$ cat src/rtl/bus_source_sequencer.sv
// Bus source/destination sequencer: queues register-transfer requests and drives
// one-hot source-enable and destination-load strobes with a one-cycle bus turnaround.
module bus_source_sequencer #(
  parameter int NUM_SRC    = 23,
  parameter int NUM_DST    = 23,
  parameter int FIFO_DEPTH = 2
) (
  input  logic               clock,
  input  logic               clear,
  input  logic               req_valid,
  output logic               req_ready,
  input  logic [4:0]         req_src,
  input  logic [4:0]         req_dst,
  input  logic [1:0]         req_hold,
  output logic [NUM_SRC-1:0] src_out,
  output logic [NUM_DST-1:0] dst_in,
  output logic               busy,
  output logic               done,
  output logic               err
);

  localparam int PW = (FIFO_DEPTH > 1) ? $clog2(FIFO_DEPTH) : 1;
  localparam int CW = $clog2(FIFO_DEPTH + 1);
  localparam logic [NUM_SRC-1:0] SRC_ONE = NUM_SRC'(1);
  localparam logic [NUM_DST-1:0] DST_ONE = NUM_DST'(1);

  typedef enum logic [1:0] {IDLE, DRIVE, GAP} stateType;

  typedef struct packed {
    logic [4:0] src;
    logic [4:0] dst;
    logic [1:0] hold;
  } xferType;

  stateType      state, nextState;
  xferType       fifoMem [FIFO_DEPTH];
  xferType       incoming, headXfer;
  logic [PW-1:0] wrPtr, rdPtr;
  logic [CW-1:0] count;
  logic [4:0]    curSrc, curDst;
  logic [1:0]    beat;
  logic          accept, reqGood, push, queueEmpty, startXfer, enq, deq;

  assign incoming   = '{src: req_src, dst: req_dst, hold: req_hold};
  assign req_ready  = clear && (int'(count) < FIFO_DEPTH);
  assign accept     = req_valid && req_ready;
  assign reqGood    = (int'(req_src) < NUM_SRC) && (int'(req_dst) < NUM_DST);
  assign push       = accept && reqGood;
  assign queueEmpty = (count == '0);

  // An empty queue forwards the incoming request straight into the current
  // transfer, so an idle unit starts driving in the cycle after the accept.
  assign startXfer = (state != DRIVE) && (!queueEmpty || push);
  assign headXfer  = queueEmpty ? incoming : fifoMem[rdPtr];
  assign deq       = startXfer && !queueEmpty;
  assign enq       = push && !(startXfer && queueEmpty);

  // NOTE: every sequential assignment is non-blocking so all registers sample
  // the same pre-edge values regardless of statement order.
  always_ff @(posedge clock) begin
    if (!clear) state <= IDLE;
    else        state <= nextState;
  end

  always_comb begin
    // NOTE: default first, so no path through the case leaves nextState
    // unassigned and infers a latch.
    nextState = state;
    unique case (state)
      IDLE:    if (startXfer) nextState = DRIVE;
      DRIVE:   if (beat == '0) nextState = GAP;
      GAP:     nextState = startXfer ? DRIVE : IDLE;
      default: nextState = IDLE;
    endcase
  end

  always_comb begin
    src_out = '0;
    dst_in  = '0;
    if (state == DRIVE) begin
      src_out = SRC_ONE << curSrc;
      if (beat == '0) dst_in = DST_ONE << curDst;
    end
    done = (state == GAP);
    busy = (state != IDLE) || !queueEmpty;
  end

  always_ff @(posedge clock) begin
    if (!clear) begin
      wrPtr  <= '0;
      rdPtr  <= '0;
      count  <= '0;
      curSrc <= '0;
      curDst <= '0;
      beat   <= '0;
      err    <= 1'b0;
    end else begin
      err <= accept && !reqGood;
      if (enq) wrPtr <= wrPtr + PW'(1);
      if (deq) rdPtr <= rdPtr + PW'(1);
      if (enq && !deq)      count <= count + CW'(1);
      else if (deq && !enq) count <= count - CW'(1);
      if (startXfer) begin
        curSrc <= headXfer.src;
        curDst <= headXfer.dst;
        beat   <= headXfer.hold;
      end else if (state == DRIVE && beat != '0) begin
        beat <= beat - 2'd1;
      end
    end
  end

  // NOTE: queue storage carries no reset; the pointers and count alone decide
  // which entries are valid, and stale contents are never read.
  always_ff @(posedge clock) begin
    if (enq) fifoMem[wrPtr] <= incoming;
  end

endmodule

$ cat config.mk
export PLATFORM = sky130hd
export DESIGN_NAME = bus_source_sequencer
export DESIGN_NICKNAME = d
export VERILOG_FILES = /design/src/rtl/bus_source_sequencer.sv
export SDC_FILE = /design/constraint.sdc
export NUM_CORES = 1
export LEC_CHECK = 0
export CAP_MARGIN = 0
export CORE_UTILIZATION = 30
export DETAILED_ROUTE_END_ITERATION = 10
export PLACE_DENSITY_LB_ADDON = 0.25
export SLEW_MARGIN = 20
export SYNTH_ARGS = -nofsm -noshare
export SYNTH_HDL_FRONTEND = slang
export SYNTH_SLANG_ARGS = --single-unit
$ cat constraint.sdc
create_clock -name clock -period 3.7 [get_ports clock]
set_clock_uncertainty 0.05 [all_clocks]
set_input_delay 0.74 -clock clock [delete_from_list [all_inputs] [get_ports clock]]
set_output_delay 0.74 -clock clock [all_outputs]
set_load 0.01 [all_outputs]
-- After elaboration in Yosys (flattened, before gate mapping)
Memories as Yosys holds them, arrays and structs flattened. A register that Yosys moved wholly into a read port is not among the register bits.
Index checks and enable logic that the tools add are counted.
Widths: inputs -> output; s select.
- add/subtract/negate cells: 5
- magnitude comparators: 3
- eq/ne operators: 5
- shift operators: 2
- multiplexer cells: 16
- reductions and logical operators: 27
- operators with widths (operator ; count):
    $mux 23 ; 3
    $shl 1x5->23 const A ; 2
    $logic_and 1x1->1 ; 12
    $mux 12 ; 1
    $mux 2 ; 6
    $lt 5x5->1 const B ; 2
    $reduce_bool 2->1 ; 4
    $logic_not 2->1 ; 3
    $pmux 2 s3 ; 1
    $logic_not 1->1 ; 5
    $mux 1 ; 5
    $ne 2x2->1 const B ; 2
    $sub 2x1->2 const B ; 2
    $add 1x1->1 const B ; 2
    $add 2x1->2 const B ; 1
    $eq 2x1->1 const B ; 1
    $eq 2x2->1 const B ; 1
    $logic_or 1x1->1 ; 2
    $lt 2x2->1 const B ; 1
    $ne 2x1->1 const B ; 1
    $reduce_and 2->1 ; 1
- register bits after elaboration: 19
- memory bits (writable): 24
- bits of input ports: 15
- output and inout port bits: 50
- word-level logic and storage cells: 67
- memories: 1
- memory list (memory ; words ; width ; read ports ; clocked after Yosys merged registers in ; wr ports ; line ; text):
    fifoMem ; 2 ; 12 ; 1 ; 1 ; 1 ; 36 ; xferType fifoMem [FIFO_DEPTH];

-- Longest topological paths before layout
Gate-level depths: netlist (run 1).
- depth after elaboration: 13
- gate-level depth with buffers: 8
- depth with buffers taken out: 7

-- Least setup slack after synthesis (run 1)
OpenSTA, ideal clock, no wires.
- path kind: input-to-reg
- from: input port req_src[3]
- to: register count[1]
- setup time: 0.071 ns
- arrival: 2.136 ns
- required time: 3.579 ns
- setup slack: 1.444 ns
- cell stages on the path: 6
- buffers on the path: 0
- path through: a22oi_4 > nand4_1 > nor2_1 > ha_1 > or3_2 > a21oi_1
- longest elaborated chain between the ends: 11
- elaborated cells between the ends (all ways): 15
- classes of those cells: 1 x order compare; 1 x mux; 13 x reduce/logical
- RTL lines (what ; line ; text):
    from (decl) ; 12 ; input logic [4:0] req_src,
    $lt 5x5->1 (*) ; 47 ; assign reqGood = (int'(req_src) < NUM_SRC) && (int'(req_dst) < NUM_DST);
    $logic_and 1x1->1 (*) ; 47 ;
    $logic_and 1x1->1 (*) ; 48 ; assign push = accept && reqGood;
    $logic_or 1x1->1 ; 53 ; assign startXfer = (state != DRIVE) && (!queueEmpty || push);
    $logic_and 1x1->1 ; 53 ;
    $logic_and 1x1->1 ; 56 ; assign enq = push && !(startXfer && queueEmpty);
    $logic_not 1->1 ; 56 ;
    $logic_and 1x1->1 (*) ; 56 ;
    via enq ; 42 ; logic accept, reqGood, push, queueEmpty, startXfer, enq, deq;
    $logic_not 1->1 ; 102 ; else if (deq && !enq) count <= count - CW'(1);
    $logic_and 1x1->1 ; 102 ;
    $reduce_bool 2->1 (no line) ; -- ;
    to (signal assigned) ; 101 ; if (enq && !deq) count <= count + CW'(1);
    to (signal assigned) ; 102 ;
    to (decl) ; 39 ; logic [CW-1:0] count;
The timed path passes the listed nets; every way through them passes the cells marked *.
A chain may end at the register's enable or synchronous reset.

-- Worst setup path after layout (run 1)
- from: input port clear
- to: output port req_ready
- longest elaborated chain between the ends: 1
- RTL lines (what ; line ; text):
    from (decl) ; 9 ; input logic clear,
    $logic_and 1x1->1 ; 45 ; assign req_ready = clear && (int'(count) < FIFO_DEPTH);
    to (decl) ; 11 ; output logic req_ready,
No other way between the ends.

==> results.py, run 1 <==
metrics = {
    "clock_network": {
        "clk_pin_slew_ns": 0.08,
        "clock_path_buffers": 2,
        "cts_buffers": 5,
        "cts_tree": "yes",
        "clk_latency_ns": 0.29,
        "cts.sinks": 44,
        "cts-root-buf": "clkbuf_8",
        "htreeDepth": 2,
        "cts.repair.resized": 0,
        "ctsHoldBuffers": 0,
        "post-cts-setup-buffers": 0,
    },
    "drt": {
        "wl_mm": 5.48,
        "drtIter0Drc": 125,
        "vias_per_cell": 4.81,
        "drt_first_pass_iters": 4,
        "wl_per_cell_um": 13.5,
        "num_vias": 1956,
        "drc": 0,
        "detail-route-antenna-nets": 0,
    },
    "setup_path": {
        "reg2reg_depth": 6,
        "rr_startpoint": "count[1]",
        "max_stage_delay_ns": 0.59,
        "required_ns": 2.91,
        "r2r-end": "count[1]",
        "worstPathMaxFanout": 5,
        "worstPathCellList": "clkdlybuf4s50_1, clkinv_1, nor2_1, clkdlybuf4s50_1",
        "path_buf_inv": 3,
        "arrival_ns": 2.20,
        "worstSetupEndpointType": "primary output",
        "critPathLaunchType": "primary input",
        "cp_common_cell": "clkdlybuf4s50_1",
        "rrSetupSlack_ns": 1.32,
        "cp_top_family": "buffers and inverters",
        "crit_type": "primary input to primary output",
        "cpMaxStageDelayCell": "clkdlybuf4s50_1",
    },
    "logic_synthesis": {
        "synth.most_common_cell": "nor2_1",
        "synth_cell_types": 45,
        "synth_edf_count": 24,
        "synth_top_cell_by_area": "edfxtp_1",
        "synth.net_count": 269,
        "syn_inst": 252,
        "synthArstFlopShare_pct": 0,
        "avgSynthCellArea_um2": 9.02,
        "synth_ff_type": "edfxtp_1",
        "seq_area_frac_synth_pct": 49.3,
        "syn_area_mm2": 0.00227,
        "synth_warnings": 0,
        "synth_top_area_share_pct": 31.7,
        "synth_seq_cells": 44,
        "synth_area_leaders": "edfxtp_1 32%, dfxtp_1 18%, nor2_1 11%",
        "synth_common_cells": "68 x nor2_1, 24 x edfxtp_1, 20 x dfxtp_1",
    },
    "pwr": {
        "p_leak_nw": 1.01,
        "total_power_mw": 1.81,
        "vdd_drop_max_mv": 0.203,
        "powerDensity_mw_per_mm2": 587,
    },
    "grt": {
        "grt_start_max_net_pins": 26,
        "grt_usage_pct": 14.5,
        "grt_pass1_vias": 1715,
        "grt_pass1_wl_mm": 8.67,
        "gr-total-overflow": 0,
        "antenna_found_initial": 0,
    },
    "floorplanning": {
        "die_w_um": 89.0,
        "initial_core_util_pct": 31.2,
        "io_pins": 65,
        "coreArea_mm2": 0.00729,
        "std_cell_rows": 31,
        "dieArea_mm2": 0.00793,
        "die_y_um": 89.0,
    },
    "sta": {
        "timing_hold_violations_final": 0,
        "worst_slack_ns": 0.705,
        "worst_slew_pin_slew_ns": 0.852,
        "rsz0062_at_grt": "no",
        "timing.final.crit_share_pct": 80.9,
        "max_freq_mhz": 334,
        "maxSlewViolCount": 0,
        "setup_violations": 0,
        "fin_setup_tns_ns": 0,
        "period_needed_ns": 2.99,
        "relSlewSlack_pct": 43.0,
        "whs_ns": 0.456,
    },
    "placed_design": {
        "hpwl_mm": 3.95,
        "gp_congestion": 0.819,
        "place_ws_ns": 0.652,
        "portBuffers": 64,
    },
    "min_path": {
        "min_to": "wrPtr",
        "whs_path_depth": 2,
        "hold_path.class": "flop to flop",
        "hold_path_startpoint": "wrPtr",
    },
    "finish": {
        "final.fill_count": 758,
        "n_antenna_cell": 0,
        "drive_gt1_share_pct": 5.84,
        "nets": 324,
        "post-route-util_pct": 42.4,
        "syn_to_final_growth_pct": 36.1,
    },
    "job": {
        "cap_violations": 0,
    },
    "status": {
        "outcome": "finished clean",
    },
}
==> worst min-delay path, cell delays in order, from the launching register on <==
cell	delay, ns
dfxtp_1	0.33
o21ai_0	0.07
a21oi_1	0.06
==> per-layer routing <==
layer	routed length (um)	up-vias	part of all wire, %	GRT usage (%)
met4	56	0	1.0	4.04
met1	2500	895	46	18.1
met3	304	5	5.5	2.86
li1	-	992	-	-
met5	0	-	0	0
met2	2620	64	48	25.7
==> registers in the layout, summed over array words and instances, names as in the netlist, named ones only <==
signal	cells
fifoMem	24
curDst	5
curSrc	5
beat	2
count	2
state	2
err	1
rdPtr	1
wrPtr	1
==> cells by family after synthesis <==
kind of cell / after synthesis / share of synthesized area, %
mux: 4 / 1.87
simple gates: 134 / 29.0
flops: 44 / 49.3
fa+ha+maj: 2 / 1.10
xor+xnor: 3 / 1.16
buf+inv: 21 / 4.18
compound gates: 44 / 13.3
==> layout by cell type (no fill, tap or decap), types with 2 or more instances in the layout <==
cell type        count
a21oi_1             12
a211oi_1            11
nand3b_1             3
mux2i_1              2
nor2_1              68
clkdlybuf4s50_1     64
o21ai_0             13
nand4_1              3
edfxtp_1            24
clkbuf_8             5
nand2b_1             3
inv_1                3
nand3_1              4
nor2b_1             13
mux2_2               2
nor3_1               4
or3_1                4
nor3b_1              2
nand2_1             11
or4_1               10
dfxtp_1             20
xor2_1               3
ha_1                 2
==> how the worst max path moves through the flow <==
stage | slack, ns | to | cells past startpoint | from
global placement | 0.72 | fifoMem[1][8] | 5 | clear
finish | 0.71 | req_ready | 4 | clear
detailed placement | 0.65 | fifoMem[0][5] | 5 | clear
floorplan | 1.44 | count[1] | 6 | req_src[3]
CTS | 0.70 | src_out[1] | 4 | state[0]
global route | 0.52 | dst_in[19] | 5 | state[0]
==> stage by stage <==
step | std cells | area, um^2
floorplan | 252 | 2270
global placement | 399 | 2960
detailed placement | 399 | 2960
CTS | 407 | 3090
global route | 407 | 3090
finish | 407 | 3090
==> final cells by class <==
class                      instances  area [um^2]  share of cell area, %
sequential                        44         1120                   36.3
multi-input combinational        187         1060                   34.2
timing repair buffer              65          648                   21.0
tap                               99          124                   4.01
clock buffer                       7         97.6                   3.16
clock inverter                     1         30.0                  0.971
inverter                           4         15.0                  0.486
==> power by group <==
group          total [mW]  internal, mW  switching (mW)
registers           0.710         0.607           0.103
clock network       0.408         0.243           0.165
logic               0.697         0.290           0.406
total                1.81          1.14           0.675
Power figures use the tool's default switching activity.
==> run 2, diff against run 1 <==
- clock period: 3.7 -> 2.45 ns (I/O delays scaled with it)
==> run 2 against run 1 <==
  * Critical path depth is 1 higher
  * Via count rose by 6.4%
  * Clock-buffer cell count rose by 1
  * Clock power increased by 40%
  * Die area unchanged
  * Critical path type is now flop to primary output
  * Largest power group is now combinational logic
==> results.py, run 2 (synthesized netlist as in run 1, its figures left out) <==
metrics = {
    "clock_network": {
        "cts_tree": "yes",
        "clk_latency_ns": 0.29,
        "cts_buffers": 5,
        "clk_pin_slew_ns": 0.08,
        "clock_path_buffers": 2,
        "htreeDepth": 2,
        "cts.sinks": 44,
        "post-cts-setup-buffers": 0,
        "ctsHoldBuffers": 0,
        "cts-root-buf": "clkbuf_8",
    },
    "setup_path": {
        "worstPathMaxFanout": 7,
        "worstSetupEndpointType": "primary output",
        "max_stage_delay_ns": 0.54,
        "cpMaxStageDelayCell": "clkdlybuf4s50_1",
        "crit_type": "flop to primary output",
        "worstPathCellList": "nand2b_4, nor3b_2, nand3_1, nor2_1, clkdlybuf4s50_1",
        "required_ns": 1.91,
        "cp_top_family": "simple AND/OR/NAND/NOR gates",
        "critPathLaunchType": "flop",
        "arrival_ns": 1.84,
        "path_buf_inv": 1,
    },
    "pwr": {
        "powerDensity_mw_per_mm2": 852,
        "p_seq_share_pct": 37.6,
        "p_int_mw": 1.82,
        "p_switching_mw": 1.10,
        "swShare_pct": 37.6,
        "p_leak_nw": 1.54,
        "total_power_mw": 2.92,
        "clockPowerShare_pct": 19.6,
        "comb_power_share_pct": 42.9,
        "vdd_drop_max_mv": 0.347,
    },
    "sta": {
        "rsz0062_at_grt": "yes",
        "max_freq_mhz": 421,
        "timing_hold_violations_final": 0,
        "period_needed_ns": 2.38,
        "worst_slack_ns": 0.0749,
        "relSlewSlack_pct": 63.3,
        "worst_slew_pin_slew_ns": 0.550,
        "maxSlewViolCount": 0,
        "timing.final.crit_share_pct": 96.9,
        "setup_violations": 0,
    },
    "drt": {
        "drt_first_pass_iters": 4,
        "detail-route-antenna-nets": 0,
        "vias_per_cell": 4.81,
        "num_vias": 2081,
        "wl_mm": 5.82,
        "drtIter0Drc": 63,
        "drc": 0,
        "wl_per_cell_um": 13.4,
    },
    "grt": {
        "grt_pass1_wl_mm": 9.07,
        "antenna_found_initial": 0,
        "gr-total-overflow": 0,
        "grt_pass1_vias": 1827,
        "grt_start_max_net_pins": 25,
        "grt_usage_pct": 15.1,
    },
    "floorplanning": {
        "die_w_um": 89.0,
        "initial_core_util_pct": 31.2,
        "coreArea_mm2": 0.00729,
        "std_cell_rows": 31,
        "dieArea_mm2": 0.00793,
        "die_y_um": 89.0,
        "io_pins": 65,
    },
    "placed_design": {
        "portBuffers": 64,
        "hpwl_mm": 4.29,
        "place_ws_ns": -0.0945,
        "gp_congestion": 0.782,
        "placed_cell_area_mm2": 0.00318,
    },
    "finish": {
        "final_cell_mix": "68 x nor2_1, 43 x clkdlybuf4s50_1, 25 x buf_4",
        "final_common_cell": "nor2_1",
        "nets": 350,
        "fin_area_mm2": 0.00343,
        "largest-register": "fifoMem",
        "n_antenna_cell": 0,
        "post-route-util_pct": 47.0,
        "reg_top3": "fifoMem (24), curDst (5), curSrc (5)",
        "largest_reg_flops": 24,
        "drive_gt1_share_pct": 17.7,
        "syn_to_final_growth_pct": 50.8,
    },
    "status": {
        "outcome": "finished clean",
    },
    "job": {
        "cap_violations": 0,
    },
    "min_path": {
        "hold_path.class": "flop to flop",
    },
}
## run 2: changes by cell type in the layout (fill, tap and decap cells not counted), sizes merged
cell           previous run  this run
clkdlybuf4s50            64        43
bufinv                    1         0
clkbuf                    7         8
buf                       1        27
dlymetal6s2s              0        21
## run 2: path summary, 6_finish.rpt
path,startpoint,endpoint,slack [ns],cells after the start
setup / recovery,state[1],dst_in[21],0.07,5
hold / removal,wrPtr,wrPtr,0.46,2
setup reg to reg,count[0],count[1],0.44,6
hold reg to reg,wrPtr,wrPtr,0.46,2
## run 2: worst min-delay path: cells and delay by family (launching register included)
family,cells,cell delay [ns]
DFF,1,0.33
AOI/OAI and AO/OA,2,0.14
## run 2: what timing repair did
action	4_1_cts	5_1_grt
resized for setup	7	33
pin swaps	0	1
gates cloned	0	0
setup endpoints to repair	40	35
endpoints found under the hold margin	0	0
## run 2: cell type report
cell class | count | area, um^2
Tap cell | 99 | 124
Timing Repair Buffer | 91 | 921
Inverter | 4 | 15.0
Sequential cell | 44 | 1130
Clock buffer | 8 | 123
Multi-Input combinational cell | 187 | 1120
Fill cell | 741 | 3860
## run 2: power by group through the flow
stage	registers [mW]	logic, mW	clock network [mW]
finish	1.10	1.25	0.572
CTS	1.08	1.22	0.586
detailed placement	1.09	1.20	0
global route	1.13	1.39	0.618
global placement	1.07	1.19	0
floorplan	1.00	0.856	0
## run 2: metrics by stage
step / hold slack (ns) / instances / TNS, ns
2_1_floorplan: 0.408 / 252 / 0
3_3_place_gp: 0.436 / 425 / -0.948
3_5_place_dp: 0.436 / 425 / -0.815
4_1_cts: 0.451 / 433 / 0
5_1_grt: 0.483 / 433 / -0.174
6_report: 0.459 / 433 / 0
## run 2: layer usage
layer | vias to the layer above | part of all wire, % | global-route usage [%]
met5 | - | 0 | 0
met4 | 0 | 0.31 | 3.03
met3 | 2 | 7.1 | 3.60
met2 | 72 | 46 | 25.0
met1 | 955 | 47 | 20.2
li1 | 1052 | - | -
==> patch 1 (settings of run 1) <==
Set the parameter `NUM_DST` to 46 (it was 23).
--- a/src/rtl/bus_source_sequencer.sv
+++ b/src/rtl/bus_source_sequencer.sv
@@ -4,3 +4,3 @@
   parameter int NUM_SRC    = 23,
-  parameter int NUM_DST    = 23,
+  parameter int NUM_DST    = 46,
   parameter int FIFO_DEPTH = 2
Interface: changed (resized dst_in); port bits go from 65 to 88. No check against the original RTL was run, so the function may have changed too.
==> patch 1 against run 1 <==
Area after synthesis up 11%. Wire length up 9.2%. Sequential cell count unchanged. Combinational power up 27%. Hold slack worse by 0.0091 ns. Setup slack better by 0.054 ns. Power up 14%. Final area up 9.7%. Critical endpoint is now dst_in[2].
==> patch 1: results (changes against run 1) <==
Syn Area/Cell -> 9.24 µm² (+2.5%)
GR Layer Usage met1 -> 18.7% (+0.61 points)
sequential power share -> 39.2% (about the same)
post-synthesis sequential area ratio -> 44.3% (-5.1 points)
P_leak -> 1.14 nW (+13%)
clock share of power -> 18.0% (-4.5 points)
P_clk -> 0.000372 W (-8.8%)
vias in the first global route -> 1919 (+12%)
placed cell count -> 437 (+9.5%)
Final HPWL DP -> 4470 µm (+13%)
share of post-route cells with drive strength above 1 -> 10.0% (+4.2 points)
M1 WL -> 2780 µm (+11%)
per-cell routed wire length -> 13.5 µm (about the same)
Peak VDD IR -> 0.331 mV (+63%)
global-route wire length before repair -> 9590 µm (+11%)
first-pass iteration count of the detailed router -> 6 (+2)
GRT Util Overall -> 14.1% (-0.45 points)
vias -> 2079 (+6.3%)
Int Power -> 0.00122 W (+6.8%)
placed instance area -> 3280 µm² (+11%)
crit path launch -> state[0]
Top Family by Delay on Critical Path -> simple AND/OR/NAND/NOR gates
pre-CTS WS -> 0.762 ns (+0.111 ns)
max_slew headroom -> 49.7% (+6.7 points)
DR WL met2 -> 2930 µm (+12%)
Layout Cells excl Fill -> 445 (+9.3%)
GRT met3 Usage -> 2.99% (+0.13 points)
outcome -> finished clean
[patch 1: cells by family after synthesis]
logic type	Yosys count	synth area share [%]
and+or+nand+nor	144	29.6
AOI/OAI and AO/OA	33	11.1
xor gates and xnor gates	4	1.38
adders and majority gates	2	0.988
other	1	0.148
DFF	44	44.3
muxes	12	4.74
buffers and inverters	34	7.76
[patch 1: cell type report]
class,count,area (µm²),share of cell area [%]
Clock inverter,3,42.5,1.25
Clock buffer,5,68.8,2.03
Multi-Input combinational cell,209,1260,37.3
Timing Repair Buffer,76,753,22.2
Sequential cell,44,1120,33.1
Tap cell,105,131,3.87
Inverter,3,11.3,0.332
[patch 1: worst min path at each step]
stage / from / to / slack [ns]
after floorplan: curDst[4] / curDst[4] / 0.41
after global placement: curSrc[4] / curSrc[4] / 0.42
after detailed placement: curSrc[4] / curSrc[4] / 0.43
after CTS: curSrc[4] / curSrc[4] / 0.45
after global routing: curSrc[4] / curSrc[4] / 0.48
final: curSrc[4] / curSrc[4] / 0.45
==> patch 2 (flow settings as in run 1) <==
Made on the original files. Register the output `err` once more, without a reset; this adds one clock of latency there. The other outputs are not delayed to match.
--- a/src/rtl/bus_source_sequencer.sv
+++ b/src/rtl/bus_source_sequencer.sv
@@ -33,2 +33,4 @@
   } xferType;
+
+  logic err_s0;
 
@@ -95,5 +97,5 @@
       beat   <= '0;
-      err    <= 1'b0;
+      err_s0 <= 1'b0;
     end else begin
-      err <= accept && !reqGood;
+      err_s0 <= accept && !reqGood;
       if (enq) wrPtr <= wrPtr + PW'(1);
@@ -118,2 +120,6 @@
 
+  always_ff @(posedge clock) begin
+    err <= err_s0;
+  end
+
 endmodule
Behaviour: not the same (Yosys sat finds a counterexample within 4 cycles, from zero or initial values).
==> patch 2 against run 1 <==
Sequential cell count rose by 1. Critical path depth grew 1. Power decreased by 2.8%. Area after synthesis increased by 0.88%. Final area rose by 0.12%. Maximum frequency grew 0.57%. Setup slack better by 0.017 ns. Non-clock buffer count is the same. Via count decreased by 0.61%. Wire length down 4.5%. Sequential share of layout area rose by 0.60 points. Clock power fell by 14%. Global-route usage decreased by 0.78 points.
==> patch 2: results (changes against run 1) <==
initial antenna violation count -> 0 (unchanged)
outcome -> finished clean
placed instance area -> 2980 µm² (+0.68%)
Post-Syn Instances -> 253 (+0.40%)
P_leak -> 1.01 nW (+0.12%)
Final HPWL DP -> 3810 µm (-3.5%)
pre-CTS WS -> 0.662 ns (+0.0102 ns)
placed cell count -> 400 (+0.25%)
largest fanout on the critical path -> 12 (+7)
CTS Buffer Depth -> 2 (unchanged)
vias per cell -> 4.76 (-0.86%)
max_slew headroom -> 43.5% (+0.44 points)
GRT Util Overall -> 13.8% (-0.78 points)
later-pin clock latency in the skew report -> 0.29 ns (about the same)
global-route wire length before repair -> 8220 µm (-5.2%)
worst r2r src -> count[0]
Synthesized Nets -> 270 (+0.37%)
GPL Wtd Cong -> 0.808 (-1.2%)
Hold Crit Start -> err_s0
nets -> 325 (+0.31%)
top cells by area, synth -> edfxtp_1 31%, dfxtp_1 18%, nor2_1 11%
Post-synth top cells -> 68 x nor2_1, 24 x edfxtp_1, 21 x dfxtp_1
Peak VDD IR -> 0.223 mV (+9.8%)
Iteration-0 DRC Markers -> 87 (-30%)
number of synthesized flops with an enable pin -> 24 (unchanged)
share of post-route cells with drive strength above 1 -> 5.83% (-0.019 points)
drt total wl -> 5240 µm (-4.5%)
post-synthesis sequential area ratio -> 49.8% (+0.44 points)
Layout fillers -> 715 (-5.7%)
WHS Path Cells -> 0 (-2)
vias -> 1944 (-0.61%)
Min Hold Slack -> 0.273 ns (-0.184 ns)
vias in the first global route -> 1658 (-3.3%)
Hold EP -> err
## patch 2: how the worst max path moves through the flow
stage / from / depth (start not counted) / endpoint / slack, ns
6_report: state[1] / 5 / dst_in[9] / 0.72
5_1_grt: state[1] / 5 / dst_in[13] / 0.54
4_1_cts: state[1] / 4 / src_out[0] / 0.68
3_5_place_dp: req_dst[4] / 7 / count[1] / 0.66
3_3_place_gp: req_dst[4] / 7 / count[1] / 0.74
2_1_floorplan: req_src[3] / 6 / count[1] / 1.44
## patch 2: area by class of cell
class                           count  area, µm²  area share [%]
Sequential cell                    45       1140            36.9
Timing Repair Buffer               65        648            20.9
Clock buffer                        8        111            3.60
Inverter                            4       15.0           0.485
Multi-Input combinational cell    187       1060            34.1
Tap cell                           99        124            4.00
## patch 2: logic make-up after synthesis
group / after synthesis / share of synthesized area, %
xor gates and xnor gates: 3 / 1.15
DFF: 45 / 49.8
and+or+nand+nor: 134 / 28.8
buffers and inverters: 21 / 4.15
adders and majority gates: 2 / 1.09
AOI/OAI and AO/OA: 44 / 13.2
muxes: 4 / 1.86
## patch 2: metal layers
layer  part of all wire (%)  up-vias  GRT usage, %  routed length (µm)
li1                       -     1008             -                   -
met1                     46      873          16.8                2400
met2                     49       59          24.3                2550
met3                    4.7        4          2.86                 246
met4                   0.69        0          4.33                  36
met5                      0        -             0                   0
## patch 2: power breakdown
part / internal, W / switching (W)
sequential: 0.000619 / 0.0000999
clock: 0.000193 / 0.000158
combinational: 0.000290 / 0.000405
total: 0.00110 / 0.000663
